## config.mk

```make
export PLATFORM = sky130hd
export DESIGN_NAME = multicycle_sequencer
export DESIGN_NICKNAME = d
export VERILOG_FILES = /design/src/rtl/multicycle_sequencer.sv
export SDC_FILE = /design/constraint.sdc
export NUM_CORES = 1
export LEC_CHECK = 0
export CAP_MARGIN = 10
export CORE_AREA = 2 2 62 64
export CTS_BUF_LIST = sky130_fd_sc_hd__clkbuf_8
export CTS_CLUSTER_DIAMETER = 150
export DETAILED_ROUTE_END_ITERATION = 7
export DIE_AREA = 0 0 64 66
export PLACE_DENSITY = 0.84
export SLEW_MARGIN = 20
export SYNTH_ARGS = -nofsm -noshare
export SYNTH_HDL_FRONTEND = slang
export SYNTH_SLANG_ARGS = --single-unit
```

## constraint.sdc

```tcl
create_clock -name clk -period 3.3 [get_ports clk]
set_input_delay 0.99 -clock clk [delete_from_list [all_inputs] [get_ports clk]]
set_output_delay 0.99 -clock clk [all_outputs]
set_load 0.01 [all_outputs]
```

## src/rtl/multicycle_sequencer.sv

```systemverilog
// multicycle_sequencer: FETCH/DECODE/EXEC/MEM/WB control FSM for the 8-bit
// processor. Drives ALU, register file, PC and data memory strobes one phase
// per cycle, with a data-memory ready handshake and timeout, illegal-opcode
// trapping and a retired-instruction counter.
module multicycle_sequencer #(
    parameter int unsigned MEM_TIMEOUT = 15,
    parameter int unsigned CNT_W       = 16
) (
    input  logic             clk,
    input  logic             rst_n,
    input  logic             run,
    input  logic [3:0]       opCode,
    input  logic [2:0]       func,
    input  logic             v,
    input  logic             c,
    input  logic             n,
    input  logic             z,
    input  logic             memReady,
    output logic             irWrite,
    output logic             pcWrite,
    output logic [1:0]       pcSrc,
    output logic             AluSrc,
    output logic [2:0]       aluControl,
    output logic             RegWrite,
    output logic             RegSrc,
    output logic             memToReg,
    output logic             memReq,
    output logic             memWe,
    output logic [2:0]       state,
    output logic             halted,
    output logic             illegalOp,
    output logic             busErr,
    output logic [CNT_W-1:0] instrCount
);

    typedef enum logic [2:0] {
        FETCH  = 3'd0,
        DECODE = 3'd1,
        EXEC   = 3'd2,
        MEM    = 3'd3,
        WB     = 3'd4,
        HALT   = 3'd7
    } state_t;

    // Wait counter must hold values 0..MEM_TIMEOUT.
    localparam int unsigned WAIT_W = (MEM_TIMEOUT > 0) ? $clog2(MEM_TIMEOUT + 1) : 1;
    localparam logic [WAIT_W-1:0] WAIT_LAST = WAIT_W'(MEM_TIMEOUT - 1);

    // Opcode field values
    localparam logic [3:0] OP_REG  = 4'b0000;
    localparam logic [3:0] OP_MOVI = 4'b0001;
    localparam logic [3:0] OP_JMP  = 4'b0010;
    localparam logic [3:0] OP_ADDI = 4'b0100;
    localparam logic [3:0] OP_SUBI = 4'b0101;
    localparam logic [3:0] OP_BEQ  = 4'b1000;
    localparam logic [3:0] OP_BNE  = 4'b1001;
    localparam logic [3:0] OP_BGT  = 4'b1010;
    localparam logic [3:0] OP_LW   = 4'b1011;
    localparam logic [3:0] OP_BLT  = 4'b1100;
    localparam logic [3:0] OP_BGE  = 4'b1101;
    localparam logic [3:0] OP_BLE  = 4'b1110;
    localparam logic [3:0] OP_SW   = 4'b1111;

    // ALU operation codes
    localparam logic [2:0] ALU_ADD = 3'b000;
    localparam logic [2:0] ALU_SUB = 3'b001;
    localparam logic [2:0] ALU_MOV = 3'b100;

    localparam logic [1:0] PC_INC = 2'b00;
    localparam logic [1:0] PC_BR  = 2'b01;
    localparam logic [1:0] PC_JMP = 2'b10;

    state_t            state_q, state_d;
    logic [3:0]        op_q;
    logic [2:0]        func_q;
    logic [WAIT_W-1:0] wait_q, wait_d;
    logic              illegal_q, buserr_q;
    logic [CNT_W-1:0]  cnt_q;

    logic              latch_ir, set_illegal, set_buserr;
    logic              is_alu, is_branch, is_jump, is_lw, is_sw, is_mem;
    logic              br_taken;
    logic [2:0]        alu_class_ctl;

    logic              ir_wr, pc_wr, alu_src, reg_wr, reg_src, mem_to_reg, mem_req, mem_we;
    logic [1:0]        pc_src;
    logic [2:0]        alu_ctl;

    // Carry is not used by any branch condition.
    logic unused_c;
    assign unused_c = c;

    function automatic logic opcode_illegal(input logic [3:0] op);
        return (op == 4'b0011) || (op == 4'b0110) || (op == 4'b0111);
    endfunction

    // Register-op func field to ALU control remap
    function automatic logic [2:0] func_to_alu(input logic [2:0] f);
        logic [2:0] r;
        case (f)
            3'b000:  r = 3'b000;
            3'b010:  r = 3'b001;
            3'b100:  r = 3'b010;
            3'b101:  r = 3'b011;
            3'b001:  r = 3'b100;
            3'b011:  r = 3'b101;
            3'b110:  r = 3'b110;
            default: r = 3'b111;
        endcase
        return r;
    endfunction

    // Classify the latched opcode and evaluate branch condition on live flags
    always_comb begin
        is_alu    = (op_q == OP_REG) || (op_q == OP_MOVI) ||
                    (op_q == OP_ADDI) || (op_q == OP_SUBI);
        is_branch = (op_q == OP_BEQ) || (op_q == OP_BNE) || (op_q == OP_BGT) ||
                    (op_q == OP_BLT) || (op_q == OP_BGE) || (op_q == OP_BLE);
        is_jump   = (op_q == OP_JMP);
        is_lw     = (op_q == OP_LW);
        is_sw     = (op_q == OP_SW);
        is_mem    = is_lw || is_sw;

        case (op_q)
            OP_BEQ:  br_taken = z;
            OP_BNE:  br_taken = ~z;
            OP_BGT:  br_taken = ~z & ~(n ^ v);
            OP_BLT:  br_taken = n ^ v;
            OP_BGE:  br_taken = ~(n ^ v);
            OP_BLE:  br_taken = z | (n ^ v);
            default: br_taken = 1'b0;
        endcase

        case (op_q)
            OP_ADDI: alu_class_ctl = ALU_ADD;
            OP_SUBI: alu_class_ctl = ALU_SUB;
            OP_MOVI: alu_class_ctl = ALU_MOV;
            default: alu_class_ctl = func_to_alu(func_q);
        endcase
    end

    // Next-state and raw strobe generation
    always_comb begin
        state_d     = state_q;
        wait_d      = wait_q;
        latch_ir    = 1'b0;
        set_illegal = 1'b0;
        set_buserr  = 1'b0;
        ir_wr       = 1'b0;
        pc_wr       = 1'b0;
        pc_src      = PC_INC;
        alu_src     = 1'b0;
        alu_ctl     = ALU_ADD;
        reg_wr      = 1'b0;
        reg_src     = 1'b0;
        mem_to_reg  = 1'b0;
        mem_req     = 1'b0;
        mem_we      = 1'b0;

        case (state_q)
            FETCH: begin
                if (run) begin
                    ir_wr   = 1'b1;
                    state_d = DECODE;
                end
            end
            DECODE: begin
                latch_ir = 1'b1;
                if (opcode_illegal(opCode)) begin
                    set_illegal = 1'b1;
                    state_d     = HALT;
                end else begin
                    state_d = EXEC;
                end
            end
            EXEC: begin
                if (is_alu) begin
                    reg_wr  = 1'b1;
                    pc_wr   = 1'b1;
                    alu_src = (op_q != OP_REG);
                    alu_ctl = alu_class_ctl;
                    state_d = FETCH;
                end else if (is_branch) begin
                    alu_ctl = ALU_SUB;
                    reg_src = 1'b1;
                    pc_wr   = 1'b1;
                    pc_src  = br_taken ? PC_BR : PC_INC;
                    state_d = FETCH;
                end else if (is_jump) begin
                    pc_wr   = 1'b1;
                    pc_src  = PC_JMP;
                    state_d = FETCH;
                end else if (is_mem) begin
                    alu_src = 1'b1;
                    reg_src = 1'b1;
                    wait_d  = '0;
                    state_d = MEM;
                end else begin
                    state_d = HALT;
                end
            end
            MEM: begin
                mem_req = 1'b1;
                mem_we  = is_sw;
                alu_src = 1'b1;
                reg_src = 1'b1;
                if (memReady) begin
                    if (is_sw) begin
                        pc_wr   = 1'b1;
                        state_d = FETCH;
                    end else begin
                        state_d = WB;
                    end
                end else begin
                    wait_d = wait_q + WAIT_W'(1);
                    if (wait_q == WAIT_LAST) begin
                        set_buserr = 1'b1;
                        state_d    = HALT;
                    end
                end
            end
            WB: begin
                reg_wr     = 1'b1;
                mem_to_reg = 1'b1;
                reg_src    = 1'b1;
                pc_wr      = 1'b1;
                state_d    = FETCH;
            end
            HALT: begin
                state_d = HALT;
            end
            default: begin
                state_d = FETCH;
            end
        endcase
    end

    // Strobes are forced low while reset is asserted so an in-flight access is dropped at once
    always_comb begin
        irWrite    = ir_wr & rst_n;
        pcWrite    = pc_wr & rst_n;
        pcSrc      = rst_n ? pc_src : '0;
        AluSrc     = alu_src & rst_n;
        aluControl = rst_n ? alu_ctl : '0;
        RegWrite   = reg_wr & rst_n;
        RegSrc     = reg_src & rst_n;
        memToReg   = mem_to_reg & rst_n;
        memReq     = mem_req & rst_n;
        memWe      = mem_we & rst_n;
    end

    // FSM state register
    always_ff @(posedge clk) begin
        if (!rst_n) begin
            state_q <= FETCH;
        end else begin
            state_q <= state_d;
        end
    end

    // IR latch, wait counter, sticky error flags and retired-instruction counter
    always_ff @(posedge clk) begin
        if (!rst_n) begin
            op_q      <= '0;
            func_q    <= '0;
            wait_q    <= '0;
            illegal_q <= 1'b0;
            buserr_q  <= 1'b0;
            cnt_q     <= '0;
        end else begin
            wait_q <= wait_d;
            if (latch_ir) begin
                op_q   <= opCode;
                func_q <= func;
            end
            if (set_illegal) begin
                illegal_q <= 1'b1;
            end
            if (set_buserr) begin
                buserr_q <= 1'b1;
            end
            if (pc_wr) begin
                cnt_q <= cnt_q + CNT_W'(1);
            end
        end
    end

    assign state      = state_q;
    assign halted     = (state_q == HALT);
    assign illegalOp  = illegal_q;
    assign busErr     = buserr_q;
    assign instrCount = cnt_q;

endmodule
```

==> run_results.csv, run 1 <==
group,metric,value,unit
outcome,outcome,"finished, final reports clean",
finish,final_cells,338,
sta,hold_viol_final,0,
floorplan,num_rows,22,
finish,n_fill_cell,273,
synth,syn_inst,234,
clocking,clk_latency,290,ps
clocking,ctsHoldBuffers,0,
clocking,clockBufferDepth,2,
sta,min_period,3230,ps
worst_setup_path,cp-endpoint,"pcSrc[0]",
synth,synth_compound_area_share,20.2,%
clocking,cts_buffers,5,
sta,min_period_over_period,97.9,%
finish,layout-drive-gt1-share,11.7,%
synth,synth.avg_cell_area,7.69,sq um
placed_design,gp_congestion,0.836,
floorplan,core,3550,sq um
global_route,gr-usage-all-layers,23.4,%
finish,area_growth,39.6,%
synth,synth-edff-count,0,
flow_run,max-cap-violations,0,
synth,ys_types,44,
worst_setup_path,endpoint_kind,"primary output",
sta,final-setup-viol-count,0,
synth,synth_top_area_share,35.6,%
floorplan,die-area,4220,sq um
power,ir_worst_vdd,286,uV
worst_setup_path,r2r_slack,980,ps
placed_design,dp.cells,330,
global_route,grt_pass1_vias,1789,
placed_design,placed_cell_area,2390,sq um
clocking,clock-root-buffer,"clkbuf_8",
sta,rsz0062_at_grt,"no",
hold_path,min_path_type,"reg2reg",
worst_setup_path,arrival,2240,ps
synth,netlist_area,1800,sq um
drt,wl_per_cell,13.9,um
power,fin_total_pwr,0.997,mW
worst_setup_path,crit_type,"in2out",
sta,clock_skew,7.69,ps
worst_setup_path,path_max_fanout,3,
floorplan,ioPinCount,50,
finish,layout.area.seq,641,sq um
worst_setup_path,slowest_delay,320,ps
clocking,cts_tree,"done",
synth,synth_nets,252,
hold_path,holdCritStartpoint,"busErr",
finish,finalInstanceArea,2510,sq um
synth,yosys-top-cells-area,"dfxtp_1, nor2_1, mux2i_1, a21oi_1, or3_1",
sta,relSlewSlack,61.8,%
worst_setup_path,reg2reg_depth,6,
synth,synthArstFlopShare,0,%
synth,synthXorXnorAreaFrac,1.46,%
synth,ys_seq_elements,32,
global_route,antenna_found_initial,0,
drt,vias,1957,
sta,fmax,309,MHz
clocking,htreeDepth,2,
global_route,grt_max_degree,31,
finish,finalNetCount,307,
drt,drc,0,
clocking,post-cts-setup-buffers,0,
clocking,clk_pin_slew,60,ps
worst_setup_path,critPathLaunch,"n",
floorplan,die_w,64,um
global_route,grt_first_pass_wirelength,7820,um
clocking,cts_sinks,32,
sta,fin_tns_setup,0,ps
drt,dr.pass1.iters,4,
worst_setup_path,r2r_end,"instrCount[9]",
drt,ant_nets,0,
sta,slew_viol_final,0,
power,power.density,397,nW/um^2
synth,synth_top_family_by_area,"simple AND/OR/NAND/NOR gates",
placed_design,io_buffers,48,
sta,tightest_slew,572,ps
sta,hold_ws,481,ps
worst_setup_path,critPathLaunchType,"primary input",
worst_setup_path,crit_required,2310,ps
finish,n_antenna_cell,0,
synth,ys.warnings.count,0,
finish,final_util,70.8,%
drt,drtIter0Drc,149,
drt,finalWirelength,4700,um
synth,synth_fa_ha_area_share,2.09,%
placed_design,place_ws,-714,ps
synth,yosys.area.top_type,"dfxtp_1",
floorplan,initial_core_util,50.7,%
worst_setup_path,r2r_start,"op_q[0]",
power,leakage,0.917,nW
drt,via_per_inst,5.79,
synth,yosys.area_share.simple,30.5,%
global_route,grt_overflow,0,
placed_design,place_hpwl,3270,um
worst_setup_path,cp_cell_sequence,"dlygate4sd2_1 > xor2_2 > mux2i_1 > a22oi_1 > or3_1 > o31ai_1 > buf_2",
worst_setup_path,crit_slowest_cell,"or3_1",
synth,synthMuxAreaShare,5.56,%
floorplan,die_y,66,um
synth,synth_seq_area_share,35.6,%
finish,multi_input_area,1120,sq um
sta,layout_setup_ws,68.3,ps
synth,synth_flop_cell,"dfxtp_1",
[metal layers]
metal / global-route usage [%] / vias to the layer above / share of wire [%]
met2: 42.3 / 64 / 49
met5: 0 / - / 0
met4: 8.15 / 0 / 1.4
met1: 27.3 / 916 / 44
met3: 4.60 / 8 / 5.6
li1: - / 969 / -
[timing repair]
| action | in CTS | in global routing |
|---|---|---|
| endpoints found under the setup margin | 13 | 4 |
| gates resized for setup | 30 | 5 |
| pin swaps | 5 | 1 |
[how the worst min path moves through the flow]
stage                      to  slack (ps)  cells after the start
floorplan           wait_q[3]         460                      2
global placement    illegalOp         460                      2
detailed placement  illegalOp         470                      2
CTS                    busErr         480                      1
global route           busErr         510                      1
finish                 busErr         480                      1
[layout make-up]
class                   count  share of cell area (%)
inverters                   7                    1.05
clock buffers               5                    2.74
well taps                  48                    2.39
clock inverters             3                    1.54
multi-input cells         182                    44.6
flip-flops and latches     32                    25.5
repair buffers             61                    22.2
[flip-flops by register name, summed over array words and instances, names as in the netlist]
name and flops:
func_q 3, illegalOp 1, busErr 1, op_q 4, state 3, wait_q 4
instrCount 16
[where the power goes]
group | total, mW | internal (mW) | switching, mW
Combinational | 0.204 | 0.0946 | 0.109
Sequential | 0.428 | 0.402 | 0.0263
Clock | 0.365 | 0.221 | 0.144
Total | 0.997 | 0.717 | 0.280
[kinds of logic (layout without fill, tap and decap cells)]
group | after synthesis | after routing
compound gates | 59 | 59
xor+xnor | 3 | 3
fa+ha+maj | 3 | 3
buf+inv | 20 | 76
flops | 32 | 32
mux | 10 | 10
simple gates | 107 | 107
[placed cells by master (no fill, tap or decap), drive strengths merged, types with 2 or more instances in the layout]
cell	Yosys	final
a22oi	2	2
nand2b	5	5
dlygate4sd2	0	6
a211oi	3	3
or3	13	13
nor3b	2	2
nand2	14	14
nor4b	2	2
buf	4	17
xor2	2	2
o21ai	14	14
o21a	3	3
ha	3	3
or4	3	3
nor3	8	8
a31oi	2	2
nand3	7	7
nand4	11	11
nor4	2	2
clkdlybuf4s50	0	34
o211ai	2	2
mux2i	10	10
dfxtp	32	32
o31ai	3	3
and3	2	2
o31a	2	2
a21oi	19	19
nor2b	3	3
inv	7	8
nor2	34	34
clkbuf	9	6
o22ai	2	2
dlymetal6s2s	0	3
[worst max-delay path, delay by kind of cell]
| kind | cells | cell delay [ps] |
|---|---|---|
| compound gates | 2 | 160 |
| simple gates | 1 | 320 |
| xor+xnor | 1 | 190 |
| mux | 1 | 140 |
| buf+inv | 2 | 430 |
[synthesized netlist by cell type, drive strengths merged (2+ instances only)]
| master | n |
|---|---|
| buf | 4 |
| nand2b | 5 |
| mux2i | 10 |
| or3 | 13 |
| a31oi | 2 |
| o211ai | 2 |
| a211oi | 3 |
| o22ai | 2 |
| nor3b | 2 |
| o31a | 2 |
| nor2 | 34 |
| o21a | 3 |
| xor2 | 2 |
| nand3 | 7 |
| or4 | 3 |
| nor2b | 3 |
| clkbuf | 9 |
| ha | 3 |
| and3 | 2 |
| nand2 | 14 |
| nor4 | 2 |
| dfxtp | 32 |
| nor4b | 2 |
| o31ai | 3 |
| inv | 7 |
| o21ai | 14 |
| nor3 | 8 |
| a21oi | 19 |
| nand4 | 11 |
| a22oi | 2 |
(Power assumes the default switching activity.)
==> run 2: changes to the inputs <==
--- a/config.mk
+++ b/config.mk
@@ -6,12 +6,12 @@
 export NUM_CORES = 1
 export LEC_CHECK = 0
 export CAP_MARGIN = 10
-export CORE_AREA = 2 2 62 64
+export CORE_AREA = 2 2 67 69
 export CTS_BUF_LIST = sky130_fd_sc_hd__clkbuf_8
 export CTS_CLUSTER_DIAMETER = 150
 export DETAILED_ROUTE_END_ITERATION = 7
-export DIE_AREA = 0 0 64 66
-export PLACE_DENSITY = 0.84
+export DIE_AREA = 0 0 69 71
+export PLACE_DENSITY = 0.76
 export SLEW_MARGIN = 20
 export SYNTH_ARGS = -nofsm -noshare
 export SYNTH_HDL_FRONTEND = slang
==> constraint.sdc (replaced) <==
create_clock -name clk -period 2.95 [get_ports clk]
set_input_delay 0.885 -clock clk [delete_from_list [all_inputs] [get_ports clk]]
set_output_delay 0.885 -clock clk [all_outputs]
set_load 0.01 [all_outputs]
==> run 2 against run 1 <==
- combinational power rose by 24%
- flip-flop and latch count unchanged
- non-clock buffer count grew 6
- register-to-register slack worse by 90 ps
- critical path depth shrank 2
==> run_results.csv, run 2 (same netlist as run 1, synthesis figures left out) <==
group,metric,value,unit
clocking,cts_buffers,5,
drt,vias,1921,
flow_run,max-cap-violations,0,
worst_setup_path,cp_cell_sequence,"buf_6 > nand2_2 > or4_4 > nor4b_4 > buf_2",
sta,fmax,346,MHz
clocking,ctsHoldBuffers,0,
sta,rsz0062_at_grt,"no",
power,leakage,0.914,nW
hold_path,hold_path_depth,2,
finish,n_fill_cell,388,
worst_setup_path,crit_slowest_cell,"or4_4",
clocking,clk_latency,280,ps
power,ir_worst_vdd,300,uV
drt,dr.pass1.iters,4,
clocking,clock-root-buffer,"clkbuf_8",
worst_setup_path,arrival,2010,ps
outcome,outcome,"finished, final reports clean",
sta,tightest_slew,503,ps
drt,drc,0,
clocking,htreeDepth,2,
floorplan,num_rows,24,
finish,n_antenna_cell,0,
floorplan,initial_core_util,42.8,%
worst_setup_path,endpoint_kind,"primary output",
drt,drtIter0Drc,103,
placed_design,gp_congestion,0.877,
sta,min_period,2890,ps
drt,via_per_inst,5.52,
sta,hold_ws,480,ps
floorplan,ioPinCount,50,
finish,area_growth,41.1,%
placed_design,io_buffers,48,
sta,relSlewSlack,66.5,%
sta,hold_viol_final,0,
worst_setup_path,critPathLaunchType,"primary input",
placed_design,place_hpwl,3350,um
global_route,grt_pass1_vias,1675,
floorplan,core,4200,sq um
clocking,clk_pin_slew,60,ps
global_route,gr-usage-all-layers,18.6,%
clocking,clockBufferDepth,2,
sta,min_period_over_period,98.1,%
global_route,antenna_found_initial,0,
floorplan,die-area,4900,sq um
finish,finalNetCount,313,
sta,fin_tns_setup,0,ps
global_route,grt_max_degree,31,
hold_path,min_path_type,"reg2reg",
drt,wl_per_cell,13.2,um
clocking,cts_sinks,32,
global_route,grt_overflow,0,
finish,layout_common_cells,"nor2_1, clkdlybuf4s50_1, dfxtp_1",
power,power.density,418,nW/um^2
floorplan,die_y,71,um
worst_setup_path,reg2reg_depth,6,
floorplan,die_w,69,um
sta,final-setup-viol-count,0,
finish,largest_reg_flops,16,
drt,ant_nets,0,
sta,clock_skew,5.86,ps
worst_setup_path,path_max_fanout,2,
worst_setup_path,crit_required,2070,ps
global_route,grt_first_pass_wirelength,7490,um
drt,finalWirelength,4590,um
sta,slew_viol_final,0,
worst_setup_path,slowest_delay,530,ps
clocking,cts_tree,"done",
finish,layout-drive-gt1-share,15.5,%
worst_setup_path,crit_type,"in2out",
-- run 2: area by class of cell --
class / count / area (sq um) / area share [%]
clock inverter: 2 / 10.0 / 0.394
inverter: 7 / 26.3 / 1.03
multi-input combinational: 182 / 1130 / 44.4
tap: 52 / 65.1 / 2.56
clock buffer: 6 / 82.6 / 3.25
timing repair buffer: 67 / 588 / 23.2
sequential: 32 / 641 / 25.2
-- run 2: path summary, 6_finish.rpt --
kind | from | endpoint | slack (ps)
max | rst_n | aluControl[1] | 60
min | illegalOp | illegalOp | 480
max reg2reg | op_q[0] | instrCount[9] | 890
min reg2reg | illegalOp | illegalOp | 480
-- run 2: critical path: cells and delay by family --
kind,cells,cell delay (ps)
simple gates,3,870
buf+inv,2,250
-- run 2: metrics by stage --
stage | power [mW] | setup WS, ps | instance area [sq um] | utilization (%) | instances
floorplan | 0.619 | 105 | 1800 | - | 234
global placement | 0.713 | -861 | 2420 | 57.6 | 338
finish | 1.06 | 56.2 | 2540 | 60.4 | 348
global route | 1.11 | 11.2 | 2540 | 60.4 | 348
detailed placement | 0.716 | -888 | 2420 | 57.6 | 338
CTS | 1.06 | 7.59 | 2520 | 60.0 | 348
-- run 2: layer usage --
metal	global-route usage [%]	vias up	wire length [um]
met5	0	-	0
met4	7.63	0	55
met2	32.1	52	2240
li1	-	979	-
met3	4.13	9	210
met1	22.7	881	2090
-- run 2: timing repair --
item / CTS / global route
endpoints found under the setup margin: 13 / 5
endpoints found under the hold margin: 0 / 0
buffers inserted: 2 / 0
resized for setup: 41 / 8
pin swaps: 5 / 6
-- run 2: power breakdown --
group          internal (mW)  switching (mW)  total (mW)
sequential             0.449          0.0172       0.467
clock                  0.186           0.156       0.342
combinational          0.116           0.136       0.252
